--- src/rtl/mem_arb_pkg.sv ---
// mem_arb_pkg: shared widths, FSM encoding and grant ids for the memory arbiter
package mem_arb_pkg;
  localparam int ADDR_W = 28;
  localparam int DATA_W = 128;
  typedef enum logic [1:0] {
    IDLE     = 2'b00,
    GRANT_IC = 2'b01,
    GRANT_DC = 2'b10
  } state_e;
  localparam logic GNT_IC = 1'b0;
  localparam logic GNT_DC = 1'b1;
endpackage

--- src/rtl/arb_rr2.sv ---
// arb_rr2: two-way round-robin picker, purely combinational
// Ports:
//   req_i   [1:0] request vector, bit GNT_IC = icache, bit GNT_DC = dcache
//   last_i        id of the requester that completed most recently
//   gnt_o         id of the requester picked this cycle
//   valid_o       at least one request present (gnt_o meaningful)
module arb_rr2 import mem_arb_pkg::*; (
  input  logic [1:0] req_i,
  input  logic       last_i,
  output logic       gnt_o,
  output logic       valid_o
);
  assign valid_o = |req_i;
  // on a tie the requester that was not served last wins
  assign gnt_o = &req_i ? ~last_i : req_i[GNT_DC];
endmodule

--- src/rtl/mem_arbiter.sv ---
// mem_arbiter: shares the main-memory block port between icache and dcache
// Ports:
//   clock_i, reset_ni                     clock (state moves on falling edge), async active-low reset
//   ic_read_i, ic_address_i               icache block read request
//   ic_readdata_o, ic_busywait_o          block latched for icache, icache stall
//   dc_read_i, dc_write_i, dc_address_i,
//   dc_writedata_i                        dcache fill / write-back request
//   dc_readdata_o, dc_busywait_o          block latched for dcache, dcache stall
//   mem_read_o, mem_write_o, mem_address_o,
//   mem_writedata_o                       memory request, driven by the granted cache
//   mem_readdata_i, mem_busywait_i        memory response
module mem_arbiter #(
  parameter int ADDR_W = mem_arb_pkg::ADDR_W,
  parameter int DATA_W = mem_arb_pkg::DATA_W
) (
  input  logic              clock_i,
  input  logic              reset_ni,
  input  logic              ic_read_i,
  input  logic [ADDR_W-1:0] ic_address_i,
  output logic [DATA_W-1:0] ic_readdata_o,
  output logic              ic_busywait_o,
  input  logic              dc_read_i,
  input  logic              dc_write_i,
  input  logic [ADDR_W-1:0] dc_address_i,
  input  logic [DATA_W-1:0] dc_writedata_i,
  output logic [DATA_W-1:0] dc_readdata_o,
  output logic              dc_busywait_o,
  output logic              mem_read_o,
  output logic              mem_write_o,
  output logic [ADDR_W-1:0] mem_address_o,
  output logic [DATA_W-1:0] mem_writedata_o,
  input  logic [DATA_W-1:0] mem_readdata_i,
  input  logic              mem_busywait_i
);
  import mem_arb_pkg::*;

  state_e            state_q, state_d;
  logic              seen_q, seen_d, last_q, last_d;
  logic [DATA_W-1:0] ic_rd_q, ic_rd_d, dc_rd_q, dc_rd_d, wd_q;
  logic [ADDR_W-1:0] addr_q;
  logic              ic_req, dc_req, gnt, valid, own_req, done, complete;

  assign ic_req = ic_read_i;
  assign dc_req = dc_read_i | dc_write_i;

  arb_rr2 u_rr (
    .req_i   ({dc_req, ic_req}),
    .last_i  (last_q),
    .gnt_o   (gnt),
    .valid_o (valid)
  );

  always_ff @(negedge clock_i or negedge reset_ni) begin
    if (!reset_ni) begin
      state_q <= IDLE;
      seen_q  <= 1'b0;
      last_q  <= GNT_IC;
      ic_rd_q <= '0;
      dc_rd_q <= '0;
      addr_q  <= '0;
      wd_q    <= '0;
    end else begin
      state_q <= state_d;
      seen_q  <= seen_d;
      last_q  <= last_d;
      ic_rd_q <= ic_rd_d;
      dc_rd_q <= dc_rd_d;
      addr_q  <= mem_address_o;
      wd_q    <= mem_writedata_o;
    end
  end

  // memory only counts as finished once it has been seen busy, so the
  // idle-low busywait before the memory reacts is not mistaken for completion
  always_comb begin
    own_req  = (state_q == GRANT_IC) ? ic_req : dc_req;
    done     = seen_q & ~mem_busywait_i;
    complete = (state_q != IDLE) & own_req & done;
    state_d  = (state_q == IDLE) ? (valid ? (gnt ? GRANT_DC : GRANT_IC) : IDLE)
             : ((!own_req || done) ? IDLE : state_q);
    seen_d   = (state_q != IDLE && state_d == state_q) ? (seen_q | mem_busywait_i) : 1'b0;
    last_d   = complete ? ((state_q == GRANT_DC) ? GNT_DC : GNT_IC) : last_q;
    ic_rd_d  = (complete && state_q == GRANT_IC && ic_read_i) ? mem_readdata_i : ic_rd_q;
    dc_rd_d  = (complete && state_q == GRANT_DC && mem_read_o) ? mem_readdata_i : dc_rd_q;
  end

  // a simultaneous dcache read+write is treated as the write-back
  always_comb begin
    mem_read_o      = (state_q == GRANT_IC) ? ic_read_i
                    : (state_q == GRANT_DC) ? (dc_read_i & ~dc_write_i) : 1'b0;
    mem_write_o     = (state_q == GRANT_DC) & dc_write_i;
    mem_address_o   = (state_q == GRANT_IC) ? ic_address_i
                    : (state_q == GRANT_DC) ? dc_address_i : addr_q;
    mem_writedata_o = (state_q == GRANT_DC) ? dc_writedata_i : wd_q;
    ic_busywait_o   = ic_req & ~((state_q == GRANT_IC) & done);
    dc_busywait_o   = dc_req & ~((state_q == GRANT_DC) & done);
    ic_readdata_o   = ic_rd_q;
    dc_readdata_o   = dc_rd_q;
  end
endmodule
--- config.mk ---
export PLATFORM = sky130hd
export DESIGN_NAME = mem_arbiter
export DESIGN_NICKNAME = d
export VERILOG_FILES = /design/src/rtl/mem_arb_pkg.sv /design/src/rtl/arb_rr2.sv /design/src/rtl/mem_arbiter.sv
export SDC_FILE = /design/constraint.sdc
export NUM_CORES = 1
export LEC_CHECK = 0
export ABC_AREA = 1
export ABC_CLOCK_PERIOD_IN_PS = 1900
export CAP_MARGIN = 20
export CORE_AREA = 2 2 290 292
export CTS_CLUSTER_SIZE = 25
export DETAILED_ROUTE_END_ITERATION = 10
export DIE_AREA = 0 0 292 294
export PLACE_DENSITY_LB_ADDON = 0.25
export RECOVER_POWER = 100
export SLEW_MARGIN = 20
export SYNTH_ARGS = -nofsm -noshare
export SYNTH_HDL_FRONTEND = slang
export SYNTH_SLANG_ARGS = --single-unit
--- constraint.sdc ---
create_clock -name clock_i -period 1.9 [get_ports clock_i]
set_clock_uncertainty 0.2 [all_clocks]
set_input_delay 0.38 -clock clock_i [delete_from_list [all_inputs] [get_ports clock_i]]
set_output_delay 0.38 -clock clock_i [all_outputs]
set_load 0.02 [all_outputs]
==> impl_metrics.ini <==
[sta]
whs_ps = 214
drv_slew = 0
setup_viol = 682
worst_slack_ps = -1660
fin_tns_setup_ps = -769880
hold_viol_final = 0
slew_headroom_pct = 58.5
rsz0062_at_grt = true
tightestPinTransition_ps = 623

[pwr]
p_sw_uw = 22000
comb_power_share_pct = 54.5
p_leak_uw = 0.0141
share_seq_of_total_power_pct = 27.2
power_density_nw_per_um2 = 1860
p_sw_share_pct = 39.9
p_int_uw = 33100
peakVddDrop_mv = 1.13
pwr-share-clk_pct = 18.3
power.total_uw = 55000

[logic_synthesis]
synth_xor_area_share_pct = 0
syn_area_um2 = 16300
synth.area.top_cells = dfrtn_1, nand2_1, nand3_1, o21ai_0, inv_1
synthSimpleGateAreaFrac_pct = 24.4
syn_inst = 1835
synth_seq_cells = 416
synth_cell_types = 17
synthAdderAreaFrac_pct = 0
synth_mux_area_share_pct = 0
synth_top_area_share_pct = 64.0
yosys.area.top_type = dfrtn_1
synth_top_family_by_area = simple AND/OR/NAND/NOR gates
synth-seq-area-share_pct = 64.0
synth-compound-area-share_pct = 5.23
syn_avg_cell_area_um2 = 8.86
syn-num-nets = 2153
yosys_warnings = 0

[clock_tree]
cts_buffers = 51
h-tree-depth = 2
cts.sinks = 416
cts_root_buf = clkbuf_16
cts_max_path_buffers = 3
clock_latency_ps = 570
cts_hold_buffers = 0
cts_tree = done
cts.clk_slew.worst_paths_ps = 50

[layout]
final_common_cell = nand2_1
utilization_pct = 35.7
drive_gt1_share_pct = 26.5
layout.cells.non_filler = 3836
final_cell_mix = nand2_1, clkdlybuf4s50_1, dfrtn_1
nets = 3031
fill_cells = 8310
area_growth_pct = 82.2

[critical_path]
worst_path_largest_cell_delay_ps = 550
cpMaxStageDelayCell = dfrtn_1
r2r_cells = 12
crit_chain = nor2_4, buf_12, buf_12, buf_16, buf_6, nand2_2, nand2_2, buf_6
worstPathRequired_ps = 1320
cp-startpoint = state_q[0]
cp_data_arrival_time_ps = 2980
cp_max_fo = 8
start_kind = register
timing.rr.start = state_q[1]
crit_path_end_kind = output pin
r2r_slack_ps = -440
crit_type = reg2out

[flow_run]
max-cap-violations = 0

[grt]
grt_pass1_vias = 16100
met3_usage_pct = 4.55
top_usage_layer = met2
grt_use_met2_pct = 25.5
grt_antenna_before_repair = 5
grtUsageTotal_pct = 14.7
grt_max_degree = 69
grt_first_pass_wirelength_mm = 98.0
grt_overflow = 0
grtUsageMet1_pct = 17.1

[place]
dpl.cell_count = 3695
port_buffers = 733
place_congestion = 0.883
dp_hpwl_mm = 49.1

[outcome]
violations = negative setup slack
outcome = finished, violations left

[floorplanning]
fp.dieW_um = 292
io_pins = 734
core-area_um2 = 82900
dieArea_um2 = 85800
initial_core_util_pct = 19.6
dieHeight_um = 294
fp-row-count = 106

[route]
drt_wl_total_mm = 67.0
drt-wirelength-per-cell_um = 17.5
drt_iter0_drc = 693
vias_per_cell = 4.05
drt_pass1_iterations = 5
via_count = 15500
drc = 0
ant_nets = 0

[hold_path]
hold_path_depth = 2
hold_start = dc_readdata_o[27]
hp-class = reg2reg
## cell families (layout without fill, tap and decap cells)
kind of cell,count (synthesis),after routing
AND/OR/NAND/NOR,1009,1010
flip-flops,416,416
buffers and inverters,248,1164
AO/OA/AOI/OAI,162,162
other,0,4
## layout make-up
cell class              instances  area (um2)  area share, %
diodes                          4        10.0         0.0338
clock buffers                  78        1550           5.23
clock inverters                14         195          0.659
inverters                     138         520           1.76
multi-input cells            1172        6040           20.4
flip-flops and latches        416       10400           35.1
well taps                    1080        1350           4.56
repair buffers                934        9540           32.2
## state kept, by name (all words and copies together), names as in the netlist
register / count
wd_q: 128
addr_q: 28
last_q: 1
ic_readdata_o: 128
dc_readdata_o: 128
state_q: 2
seen_q: 1
## per-stage QoR
| step | area (um2) | setup slack, ps |
|---|---|---|
| 6_report | 29600 | -1660 |
| 3_5_place_dp | 26900 | -1530 |
| 4_1_cts | 28900 | -1800 |
| 3_3_place_gp | 26900 | -1520 |
| 5_1_grt | 29600 | -1750 |
| 2_1_floorplan | 17300 | -884 |
## critical path, delay by kind of cell (launching register included)
kind                   cells  cell delay [ps]
buffers and inverters      5              690
flip-flops                 1              550
AND/OR/NAND/NOR            3              210
## cells in the mapped netlist
cell type,count
a31oi_1,29
buf_1,10
buf_2,72
buf_4,1
clkbuf_1,27
dfrtn_1,416
inv_1,137
inv_2,1
nand2_1,837
nand2_2,1
nand3_1,132
nor2_1,35
nor2_2,3
nor3_2,1
o21ai_0,123
o21ai_1,8
o22ai_1,2
## power by group through the flow
stage                     Sequential (uW)  Combinational, uW  Clock, uW
final                               15000              30000      10100
after global routing                15400              31900      10800
after CTS                           14900              27900      10500
after detailed placement            15000              27500          0
after global placement              14900              27400          0
after floorplan                     17500              11000          0
## routing by layer
metal  vias up  wire, um
li1       7468         -
met1      7372     26100
met2       583     33400
met3       112      5250
met4         2      2180
met5         -        13
## worst paths after layout
path                                   endpoint
hold / removal                dc_readdata_o[27]
hold reg to reg               dc_readdata_o[27]
setup reg to reg              dc_readdata_o[62]
setup / recovery           mem_writedata_o[119]
min in group asynchronous     ic_readdata_o[78]
max in group asynchronous              wd_q[52]
## what timing repair did
item	in CTS	in global routing
pin swaps	7	24
resized for setup	650	325
setup endpoints to repair	677	681
cloned	6	11
hold endpoints to repair	0	0
setup buffers	7	24
Note: power is estimated with default switching activity, not from simulation.
